**src/rtl/jt12_lfo.sv**
```systemverilog
// YM2612 low-frequency oscillator: 7-bit phase counter producing tremolo (am) and vibrato (pm) words.
// Optional JT12_LFO_TEST_EN adds input test_lfo, which forces an LFO step on every sample tick.
module jt12_lfo #(
    parameter int DIVW = 7
) (
    input  logic            clk,
    input  logic            rst_n,
    input  logic            clk_en,
    input  logic            zero,
    input  logic            lfo_en,
    input  logic [2:0]      lfo_freq,
`ifdef JT12_LFO_TEST_EN
    input  logic            test_lfo,
`endif
    output logic [6:0]      am,
    output logic [4:0]      pm,
    output logic [6:0]      lfo_cnt,
    output logic            lfo_step
);

    logic [DIVW-1:0] r_div;
    logic [DIVW-1:0] w_lim;
    logic [DIVW-1:0] w_div_next;
    logic [6:0]      r_cnt;
    logic [6:0]      w_cnt_next;
    logic            r_step;
    logic            w_step_next;
    logic [6:0]      r_am;
    logic [4:0]      r_pm;
    logic [5:0]      w_tri;
    logic            w_test;

`ifdef JT12_LFO_TEST_EN
    assign w_test = test_lfo;
`else
    assign w_test = 1'b0;
`endif

    // Terminal divider value is period-1, in output samples per LFO step
    always_comb begin
        w_lim = DIVW'(107);
        case (lfo_freq)
            3'd0:    w_lim = DIVW'(107);
            3'd1:    w_lim = DIVW'(76);
            3'd2:    w_lim = DIVW'(70);
            3'd3:    w_lim = DIVW'(66);
            3'd4:    w_lim = DIVW'(61);
            3'd5:    w_lim = DIVW'(43);
            3'd6:    w_lim = DIVW'(7);
            default: w_lim = DIVW'(4);
        endcase
    end

    // >= rather than == so a lowered rate mid-count steps on the next tick instead of locking up
    always_comb begin
        w_div_next  = r_div;
        w_cnt_next  = r_cnt;
        w_step_next = 1'b0;
        if (!lfo_en) begin
            w_div_next = '0;
            w_cnt_next = '0;
        end else if (zero) begin
            if (w_test || (r_div >= w_lim)) begin
                w_div_next  = '0;
                w_cnt_next  = r_cnt + 7'd1;
                w_step_next = 1'b1;
            end else begin
                w_div_next = r_div + DIVW'(1);
            end
        end
        w_tri = w_cnt_next[6] ? ~w_cnt_next[5:0] : w_cnt_next[5:0];
    end

    // am/pm derive from the next phase so they always match lfo_cnt; a disabled LFO yields phase 0, hence am=pm=0
    always_ff @(posedge clk) begin
        if (!rst_n) begin
            r_div  <= '0;
            r_cnt  <= '0;
            r_step <= 1'b0;
            r_am   <= '0;
            r_pm   <= '0;
        end else if (clk_en) begin
            r_div  <= w_div_next;
            r_cnt  <= w_cnt_next;
            r_step <= w_step_next;
            r_am   <= {w_tri, 1'b0};
            r_pm   <= w_cnt_next[6:2];
        end
    end

    assign am       = r_am;
    assign pm       = r_pm;
    assign lfo_cnt  = r_cnt;
    assign lfo_step = r_step;

endmodule

```
**config.mk**
```make
export PLATFORM = sky130hd
export DESIGN_NAME = jt12_lfo
export DESIGN_NICKNAME = d
export VERILOG_FILES = /design/src/rtl/jt12_lfo.sv
export SDC_FILE = /design/constraint.sdc
export NUM_CORES = 1
export LEC_CHECK = 0
export BUFFER_PORTS_ARGS = -buffer_cell sky130_fd_sc_hd__buf_2
export CAP_MARGIN = 10
export CORE_ASPECT_RATIO = 0.7
export CORE_MARGIN = 2
export CORE_UTILIZATION = 50
export DETAILED_ROUTE_END_ITERATION = 6
export PLACE_DENSITY = 0.78
export SLEW_MARGIN = 15
export SYNTH_ARGS = -nofsm -noshare
export SYNTH_HDL_FRONTEND = slang
export SYNTH_SLANG_ARGS = --single-unit
```
**constraint.sdc**
```tcl
create_clock -name clk -period 2.2 [get_ports clk]
set_input_delay 0.22 -clock clk [delete_from_list [all_inputs] [get_ports clk]]
set_output_delay 0.22 -clock clk [all_outputs]
set_load 0.03 [all_outputs]
```
==> results.sh <==
export IMPL_cts_root_buf="clkbuf_8"
export IMPL_clk_pin_slew_worst_paths_ns=0.09
export IMPL_yosysMostFrequentCell="dfxtp_1"
export IMPL_core_area_sq_um=2840
export IMPL_die_h_um=50.1
export IMPL_synth_edf_count=0
export IMPL_async_reset_ff_share_pct=0
export IMPL_tightest_slew_ns=0.520
export IMPL_crit_required_ns=2.36
export IMPL_timing_final_ws_setup_ns=-0.0106
export IMPL_finalCriticalPeriod_ns=2.21
export IMPL_synth_area_leader_cell="dfxtp_1"
export IMPL_holdWs_ns=0.257
export IMPL_vias=1652
export IMPL_r2r_slack_ns=0.01
export IMPL_path_cells="buf_12 > xnor2_4 > nand2_2 > o21ai_4 > ha_4 > buf_6 > a21oi_4 > o21ai_4 > a311oi_4 > buf_12 > nor4_4 > or2_4 > o311a_1"
export IMPL_cts_max_level=1
export IMPL_slew_headroom_pct=64.5
export IMPL_grt_pass1_vias=1495
export IMPL_grt_pass1_wl_um=7160
export IMPL_status="finished with violations"
export IMPL_grt_max_degree=14
export IMPL_p_comb_share_pct=18.0
export IMPL_crit_type="input pin to flip-flop"
export IMPL_cellPowerDensity_nw_per_um2=382
export IMPL_grt_total_usage_pct=26.0
export IMPL_drive_above_1_share_pct=43.8
export IMPL_synth_top_area_share_pct=27.7
export IMPL_finalWirelength_um=4720
export IMPL_rsz0062_at_grt="yes"
export IMPL_rows=16
export IMPL_drt_first_pass_iters=5
export IMPL_ctsHoldBuffers=0
export IMPL_dieArea_sq_um=3490
export IMPL_cellLeakagePower_nw=0.848
export IMPL_worstPathArrival_ns=2.37
export IMPL_gp_congestion=0.927
export IMPL_antenna_found_initial=0
export IMPL_crit_path_start_kind="input pin"
export IMPL_n_fill_cell=195
export IMPL_start_util_pct=53.3
export IMPL_drv_cap=0
export IMPL_synthesis_nets=198
export IMPL_viasPerCell=6.35
export IMPL_cts_buffers=3
export IMPL_die_w_um=69.8
export IMPL_cts_tree="done"
export IMPL_sw_frac_of_total_pct=28.8
export IMPL_synth_flop_cell="dfxtp_1"
export IMPL_yosysUniqueCellTypes=53
export IMPL_synthTopCellsByCount="dfxtp_1 (21), nand2_1 (18), nor2_1 (13), o21ai_0 (11), a21oi_1 (10)"
export IMPL_io_pins=28
export IMPL_seqPwrFrac_pct=47.7
export IMPL_yosysWarnings=0
export IMPL_timing_critical_path_slowest_cell_delay_ns=0.32
export IMPL_ys_ff_latch=21
export IMPL_synth_area_sq_um=1520
export IMPL_setup_viol=1
export IMPL_hpwl_um=3030
export IMPL_avgSynthCellArea_sq_um=8.37
export IMPL_fin_skew_ns=0.00257
export IMPL_wl_per_cell_um=18.1
export IMPL_final_hold_violation_count=0
export IMPL_irDropWorstVdd_uv=283
export IMPL_hold_path_class="input pin to flip-flop"
export IMPL_overflow=0
export IMPL_intPower_uw=572
export IMPL_cts_buffer_depth=2
export IMPL_worst_path_max_delay_cell="or2_4"
export IMPL_io_buffers=26
export IMPL_post_place_ws_ns=-0.397
export IMPL_clock_latency_ns=0.27
export IMPL_violations="negative setup slack"
export IMPL_cp_top_family="compound AO/OA/AOI/OAI gates"
export IMPL_cts_sinks=21
export IMPL_num_nets_final=242
export IMPL_switchingPower_uw=231
export IMPL_path_max_fanout=7
export IMPL_cp_end_kind="flip-flop"
export IMPL_fin_crit_sh_pct=100
export IMPL_syn_to_final_growth_pct=38.6
export IMPL_detail_route_antenna_nets=0
export IMPL_antenna_cells=0
export IMPL_postSynthCellCount=181
export IMPL_drt_initial_drc_count=139
export IMPL_drc=0
export IMPL_clockPowerShare_pct=34.4
export IMPL_synth_area_top_cells="dfxtp_1 (28%), ha_1 (7.4%), nand2_1 (4.5%)"
export IMPL_ys_seq_area_share_pct=27.7
export IMPL_fmax_ghz=0.452
export IMPL_maxSlewViolCount=0
export IMPL_crit_buf_inv=3
timing repair:
action / CTS / global route
endpoints found under the setup margin: 6 / 13
buffers inserted: 5 / 1
resized for setup: 30 / 19
pin swaps: 21 / 13
cells in the final DEF, fill, tap and decap left out, types with 4 or more instances in the layout:
| master | count |
|---|---|
| nand3_1 | 4 |
| buf_2 | 24 |
| a21oi_1 | 8 |
| nand2_1 | 16 |
| ha_1 | 5 |
| dfxtp_1 | 17 |
| nand4_1 | 6 |
| buf_4 | 24 |
| o21a_1 | 4 |
| nor2_1 | 12 |
| ha_4 | 4 |
| a211oi_1 | 4 |
| xor2_1 | 5 |
| buf_6 | 4 |
| o21ai_0 | 8 |
worst paths after layout:
path	from	endpoint	depth (start not counted)
hold reg to reg	lfo_step	lfo_step	2
setup reg to reg	r_div[5]	am[5]	9
setup / recovery	lfo_freq[0]	am[6]	13
hold / removal	rst_n	lfo_cnt[2]	2
power by group through the flow:
stage                     sequential (mW)  clock [mW]  combinational [mW]
after floorplan                     0.393           0              0.0671
after global placement              0.392           0              0.0956
after detailed placement            0.392           0               0.100
after CTS                           0.383       0.276               0.121
after global routing                0.383       0.288               0.152
final                               0.383       0.276               0.144
logic make-up (layout without fill, tap and decap cells):
group                    Yosys count  in the layout  synth area share (%)
AO/OA/AOI/OAI                     56             56                  27.8
AND/OR/NAND/NOR                   64             64                  23.4
adder cells (fa/ha/maj)            9              9                  7.43
XOR/XNOR                           8              8                  4.62
buffers and inverters             22             65                  8.75
other                              1              1                 0.247
flip-flops                        21             21                  27.7
cell type report:
type / count / area (sq um) / area share (%)
clock buffers: 3 / 41.3 / 1.97
clock inverters: 1 / 7.51 / 0.357
inverters: 6 / 22.5 / 1.07
multi-input cells: 138 / 1160 / 55.0
flip-flops and latches: 21 / 428 / 20.4
well taps: 36 / 45.0 / 2.14
repair buffers: 55 / 400 / 19.1
flip-flops by register name (all words and copies together) (netlist names):
signal	flops
r_div	7
lfo_step	1
lfo_cnt	7
am	6
per-layer routing:
metal / track usage, % / wire length (um) / vias to the layer above
met3: 6.95 / 428 / 23
met4: 10.6 / 162 / 0
met5: 0 / 0 / -
met2: 43.0 / 2220 / 111
met1: 32.3 / 1910 / 769
li1: - / - / 749
metrics by stage:
stage	std cells	utilization [%]	area (sq um)	TNS, ns	total power [mW]
final	260	73.9	2100	-0.0106	0.803
after global routing	260	73.9	2100	-0.315	0.824
after CTS	259	70.6	2010	-0.0149	0.781
after detailed placement	250	62.8	1790	-3.97	0.492
after global placement	250	62.8	1790	-3.02	0.487
after floorplan	181	-	1540	0	0.460
Power figures use the tool's default switching activity.
